`config.mk`:
```
export PLATFORM = sky130hd
export DESIGN_NAME = clk_div_n_flat
export DESIGN_NICKNAME = d
export VERILOG_FILES = /design/src/rtl/clk_div_n_if.sv /design/src/rtl/clk_div_n.sv /design/src/flat_wrapper.sv
export SDC_FILE = /design/constraint.sdc
export NUM_CORES = 1
export LEC_CHECK = 0
export CAP_MARGIN = 20
export CORE_MARGIN = 5
export CORE_UTILIZATION = 40
export CTS_BUF_LIST = sky130_fd_sc_hd__clkbuf_16
export DETAILED_ROUTE_END_ITERATION = 6
export SETUP_SLACK_MARGIN = 0.02
export SLEW_MARGIN = 20
export SYNTH_ARGS = -nofsm -noshare
export SYNTH_HDL_FRONTEND = slang
export SYNTH_SLANG_ARGS = --single-unit
```
`constraint.sdc`:
```
create_clock -name clk -period 5.85 [get_ports clk]
set_input_delay 0.585 -clock clk [delete_from_list [all_inputs] [get_ports clk]]
set_output_delay 0.585 -clock clk [all_outputs]
set_load 0.02 [all_outputs]
```
`src/rtl/clk_div_n_if.sv`:
```
// rtl/clk_div_n_if.sv - control/status bundle for the programmable clock divider
`timescale 1ns/1ps

interface clk_div_n_if #(
    parameter int DIV_W = 8
);
    logic             en;
    logic [DIV_W-1:0] div_val;
    logic             div_load;
    logic             clk_out;
    logic             tick;
    logic             div_ack;
    logic             running;
    logic [DIV_W-1:0] div_active;

    // Controller side: drives run request and divisor loads, observes status
    modport master (
        output en, div_val, div_load,
        input  clk_out, tick, div_ack, running, div_active
    );

    // Divider side
    modport slave (
        input  en, div_val, div_load,
        output clk_out, tick, div_ack, running, div_active
    );
endinterface

```
`src/rtl/clk_div_n.sv`:
```
// rtl/clk_div_n.sv - runtime-programmable 50% duty integer clock divider
`timescale 1ns/1ps

module clk_div_n #(
    parameter int DIV_W   = 8,
    parameter int DEF_DIV = 3
) (
    input  logic        clk,
    input  logic        reset,
    clk_div_n_if.slave  bus
);

    typedef enum logic {IDLE, RUN} state_t;

    state_t           state_q, state_d;
    logic [DIV_W-1:0] cnt_q, cnt_d;
    logic             pos_q, pos_d;
    logic             neg_q;
    logic             tick_q, tick_d;
    logic             ack_q, ack_d;
    logic [DIV_W-1:0] div_active_q, div_active_d;
    logic [DIV_W-1:0] pend_q, pend_d;
    logic             pend_vld_q, pend_vld_d;

    logic [DIV_W-1:0] half;
    logic [DIV_W-1:0] cnt_inc;
    logic             wrap;
    logic             apply;

    // Divisors below 2 cannot produce a toggling output, so they become 2
    function automatic logic [DIV_W-1:0] clamp(input logic [DIV_W-1:0] v);
        return (v < DIV_W'(2)) ? DIV_W'(2) : v;
    endfunction

    // High-phase length in whole cycles; the odd half cycle comes from neg_q
    assign half    = div_active_q >> 1;
    assign cnt_inc = cnt_q + DIV_W'(1);
    assign wrap    = (cnt_q == div_active_q - DIV_W'(1));
    // Divisor may only change at a period boundary or while stopped
    assign apply   = (state_q == IDLE) || wrap;

    // Next-state, counter, divisor reload and strobe generation
    always_comb begin
        state_d      = state_q;
        cnt_d        = cnt_q;
        pos_d        = 1'b0;
        tick_d       = 1'b0;
        ack_d        = 1'b0;
        div_active_d = div_active_q;
        pend_d       = pend_q;
        pend_vld_d   = pend_vld_q;

        case (state_q)
            IDLE: begin
                cnt_d = '0;
                if (bus.en) begin
                    state_d = RUN;
                    pos_d   = 1'b1;
                    tick_d  = 1'b1;
                end
            end
            RUN: begin
                if (wrap) begin
                    cnt_d = '0;
                    if (bus.en) begin
                        pos_d  = 1'b1;
                        tick_d = 1'b1;
                    end else begin
                        state_d = IDLE;
                    end
                end else begin
                    cnt_d = cnt_inc;
                    pos_d = (cnt_inc < half);
                end
            end
            default: state_d = IDLE;
        endcase

        if (apply && pend_vld_q) begin
            div_active_d = pend_q;
            ack_d        = 1'b1;
            pend_vld_d   = 1'b0;
        end

        // A load on the apply cycle itself waits for the following boundary
        if (bus.div_load) begin
            pend_d     = clamp(bus.div_val);
            pend_vld_d = 1'b1;
        end
    end

    // Posedge state: FSM, counter, high phase, strobes, divisor registers
    always_ff @(posedge clk or negedge reset) begin
        if (!reset) begin
            state_q      <= IDLE;
            cnt_q        <= '0;
            pos_q        <= 1'b0;
            tick_q       <= 1'b0;
            ack_q        <= 1'b0;
            div_active_q <= DIV_W'(DEF_DIV);
            pend_q       <= DIV_W'(DEF_DIV);
            pend_vld_q   <= 1'b0;
        end else begin
            state_q      <= state_d;
            cnt_q        <= cnt_d;
            pos_q        <= pos_d;
            tick_q       <= tick_d;
            ack_q        <= ack_d;
            div_active_q <= div_active_d;
            pend_q       <= pend_d;
            pend_vld_q   <= pend_vld_d;
        end
    end

    // Negedge copy of the high phase stretches it by half a cycle for odd N
    always_ff @(negedge clk or negedge reset) begin
        if (!reset) begin
            neg_q <= 1'b0;
        end else begin
            neg_q <= div_active_q[0] ? pos_q : 1'b0;
        end
    end

    assign bus.clk_out    = pos_q | neg_q;
    assign bus.tick       = tick_q;
    assign bus.div_ack    = ack_q;
    assign bus.running    = (state_q == RUN);
    assign bus.div_active = div_active_q;

endmodule

```
`src/flat_wrapper.sv`:
```
// flat-port wrapper written by rule: the top's interface ports become plain ports
module clk_div_n_flat 
#(
    parameter int DIV_W   = 8,
    parameter int DEF_DIV = 3
)
  (clk, reset, bus_en, bus_div_val, bus_div_load, bus_clk_out, bus_tick, bus_div_ack, bus_running, bus_div_active);
  clk_div_n_if #(.DIV_W(DIV_W)) bus_i ();
  input  logic clk;
  input  logic reset;
  input wire logic [$bits(bus_i.en)-1:0] bus_en;
  input wire logic [$bits(bus_i.div_val)-1:0] bus_div_val;
  input wire logic [$bits(bus_i.div_load)-1:0] bus_div_load;
  output wire logic [$bits(bus_i.clk_out)-1:0] bus_clk_out;
  output wire logic [$bits(bus_i.tick)-1:0] bus_tick;
  output wire logic [$bits(bus_i.div_ack)-1:0] bus_div_ack;
  output wire logic [$bits(bus_i.running)-1:0] bus_running;
  output wire logic [$bits(bus_i.div_active)-1:0] bus_div_active;
  assign bus_i.en = bus_en;
  assign bus_i.div_val = bus_div_val;
  assign bus_i.div_load = bus_div_load;
  assign bus_clk_out = bus_i.clk_out;
  assign bus_tick = bus_i.tick;
  assign bus_div_ack = bus_i.div_ack;
  assign bus_running = bus_i.running;
  assign bus_div_active = bus_i.div_active;
  clk_div_n #(.DIV_W(DIV_W), .DEF_DIV(DEF_DIV)) u_core (.clk(clk), .reset(reset), .bus(bus_i));
endmodule
```
# After elaboration in Yosys (flattened, before gate mapping)

Index checks and enable logic that the tools add are counted.

Add/subtract/negate cells: 2
Magnitude comparators: 2
Equal/unequal tests: 1
Mux-type cells: 14
Bitwise gates (word level): 2
Reductions and logical operators: 3

Operators by type and width:

| cell                | number |
|---|---|
| $mux 8              | 2 |
| $pmux 8 s2          | 1 |
| $add 8x1->8 const B | 1 |
| $eq 8x8->1          | 1 |
| $lt 8x2->1 const B  | 1 |
| $lt 8x7->1          | 1 |
| $mux 1              | 8 |
| $sub 8x1->8 const B | 1 |
| $pmux 1 s2          | 3 |
| $reduce_bool 2->1   | 1 |
| $logic_and 1x1->1   | 1 |
| $logic_or 1x1->1    | 1 |
| $not 1->1           | 1 |
| $or 1x1->1          | 1 |

Flip-flop bits (word level): 30
Bits of input ports: 12
Output and inout port bits: 12
Logic and storage cells: 33

# Logic depth before layout (Yosys ltp)

Depth in word-level cells: 6
Gate-level depth with buffers: 9
Gate-level depth less buffers: 8

==> summary.md <==
| Metric | Value |
|---|---|
| Cts repair resizes | 0 |
| Initial antenna violation count | 0 |
| Fin. Hold Viols | 0 |
| Xor/xnor share of the synthesized area | 8.58% |
| Top post-synthesis cells by count | 25 x dfrtp_1, 14 x mux2_2, 12 x xnor2_1, 11 x inv_1, 8 x ha_1 |
| Hpwl dp | 2.42 mm |
| Hold_buf cts | 0 |
| P&R area growth vs syn | 24.4% |
| Vias in the first global route | 1124 |
| # setup viols final | 0 |
| Post-synthesis compound-gate area fraction | 8.96% |
| Static Leakage | 0.867 nW |
| Routed WL per cell | 14.1 um |
| HP Class | register to register |
| Slowest cell on crit path | clkdlybuf4s50_1 |
| Nets | 190 |
| Number of remaining DRC errors | 0 |
| Die W | 73.9 um |
| Final Max Tran Viols | 0 |
| Global Route Usage Sum | 13.1% |
| Pin count of the biggest net entering global routing | 31 |
| WHS | 497 ps |
| Via count | 1119 |
| Largest family of logic cells by synthesized area | simple AND/OR/NAND/NOR gates |
| Share of cells above drive strength 1 | 20.5% |
| Die Height | 73.9 um |
| Clock buffer depth | 2 |
| Starting Density | 41.1% |
| CP max FO | 1 |
| Final WL | 3.13 mm |
| GP Congestion | 0.838 |
| Reg clk slew, reported paths | 50 ps |
| Post-Synth Adder-Cell Area | 6.13% |
| Simple-gate portion of the synthesized area | 14.5% |
| Post-synth EDFFs | 0 |
| Top-count cell post-synth | dfrtp_1 |
| Yosys top cell area share | 38.3% |
| Worst-margin pin slew | 542 ps |
| P per Cell Area | 230 mW/mm^2 |
| Final core occ | 51.2% |
| Die area | 0.00546 mm^2 |
| Synth Warn # | 0 |
| Synth Instances | 142 |
| CP cell instances | or2_2 > clkdlybuf4s50_1 |
| CTS Root Cell | clkbuf_16 |
| Required @ worst endpoint | 5270 ps |
| Worst EP arrival | 4330 ps |
| First-pass GRT wire length | 5.31 mm |
| Setup TNS | 0 ps |
| Relative slew slack | 63.8% |
| Crit end category | primary output |
| Largest cells by area after synthesis | dfrtp_1 38%, mux2_2 9.6%, dfstp_2 6.4% |
| Critical path class | register to primary output |
| I/O Buffers | 23 |
| CTS Buf Count | 5 |
| CTS H-tree depth | 2 |
| Critical Path Max Stage Delay | 540 ps |
| Core box area | 0.00397 mm^2 |
| Seq cells post-synth | 30 |
| CTS tree | done |
| Synth Area per Inst | 11.5 um^2 |
| Initial DRC Count | 41 |
| Filler cells | 367 |
| Setup Fix Bufs, Post-CTS | 0 |
| Antenna Violating Nets Remaining | 0 |
| Distinct cells, synth | 42 |
| Syn_nets | 162 |
| Vias per std cell | 5.06 |
| CP bufs+invs | 1 |
| Clock sinks | 30 |
| RSZ-0062 raised after global routing | no |
| Clock Latency Late Sink | 290 ps |
| Worst Skew | 25.3 ps |
| Asr flop ratio synth | 100% |
| Setup ws final | 934 ps |
| Max cap viols | 0 |
| Total grt overflow | 0 |
| Top delay family on crit path | buffers and inverters |
| Critical path startpoint category | register |
| Row count | 23 |
| Pre-CTS setup slack | 1230 ps |
| Mux cell area share after synthesis | 10.3% |
| Sequential area share after synthesis | 46.2% |
| Top FF cell, synth | dfrtp_1 |
| Top Ports | 24 |
| Maximum VDD drop | 0.219 mV |
| Status | finished, final reports clean |
| Post-Syn Area | 0.00163 mm^2 |
| Drt first pass iters | 4 |
| Synth area leader | dfrtp_1 |
| Antenna cell count | 0 |
## metrics by stage
| stage | area [um^2] | instances | total power, W |
|---|---|---|---|
| floorplan | 1630 | 142 | 0.000226 |
| global placement | 1900 | 213 | 0.000240 |
| detailed placement | 1900 | 213 | 0.000241 |
| CTS | 2030 | 221 | 0.000476 |
| global route | 2030 | 221 | 0.000490 |
| finish | 2030 | 221 | 0.000468 |
## cells in the final DEF, fill, tap and decap left out, types with 2 or more instances in the layout
cell type	Yosys	layout
dfrtp_1	25	25
clkdlybuf4s50_1	0	23
mux2_2	14	14
inv_1	11	12
xnor2_1	12	12
ha_1	8	8
nand3_1	6	6
nor2_1	6	6
nor2b_1	5	5
clkbuf_16	0	5
xor2_1	4	4
and3_1	4	4
dfstp_2	4	4
nor3_1	3	3
nand2_1	3	3
nand4_1	2	2
o21bai_1	2	2
o22ai_1	2	2
o21ai_0	2	2
and2_1	2	2
o21a_1	2	2
a21oi_1	2	2
buf_4	0	2
## logic make-up (layout without fill, tap and decap cells)
group	Yosys count	after routing
adder cells (fa/ha/maj)	8	8
multiplexers	15	15
flip-flops	30	30
AO/OA/AOI/OAI	18	18
XOR/XNOR	16	16
AND/OR/NAND/NOR	40	40
buffers and inverters	15	44
## per-layer routing
layer | GRT usage, % | routed length [um]
met5 | 0 | 0
met4 | 6.04 | 69
met3 | 3.56 | 146
met2 | 20.7 | 1460
met1 | 16.6 | 1450
## sequential cells by signal, indices dropped and copies added (netlist names)
| name | cells |
|---|---|
| u_core.cnt_q | 8 |
| u_core.bus.div_ack | 1 |
| u_core.pos_q | 1 |
| u_core.pend_q | 8 |
| u_core.bus.running | 1 |
| u_core.pend_vld_q | 1 |
| u_core.bus.div_active | 8 |
| u_core.bus.tick | 1 |
| u_core.neg_q | 1 |
## cell type report
class | instances | area [um^2] | area share, %
clock buffers | 5 | 125 | 6.15
clock inverters | 3 | 12.5 | 0.615
inverters | 11 | 41.3 | 2.03
multi-input cells | 97 | 791 | 38.9
flip-flops and latches | 30 | 756 | 37.2
well taps | 50 | 62.6 | 3.08
repair buffers | 25 | 245 | 12.1
## worst paths after layout
path | startpoint | end | slack, ps | cells after the start
max in group asynchronous | reset | u_core.neg_q | 2050 | 2
setup / recovery | u_core.neg_q | bus_clk_out | 930 | 2
hold / removal | u_core.pend_q[1] | u_core.pend_q[1] | 500 | 2
setup reg to reg | u_core.bus.div_active[0] | u_core.neg_q | 2250 | 1
hold reg to reg | u_core.pend_q[1] | u_core.pend_q[1] | 500 | 2
min in group asynchronous | reset | u_core.pend_q[7] | 710 | 2
## report_power, final
group          internal [W]  switching [W]
sequential         0.000215     0.00000259
combinational     0.0000117     0.00000863
clock              0.000153      0.0000783
total              0.000379      0.0000895
(Power assumes the default switching activity.)
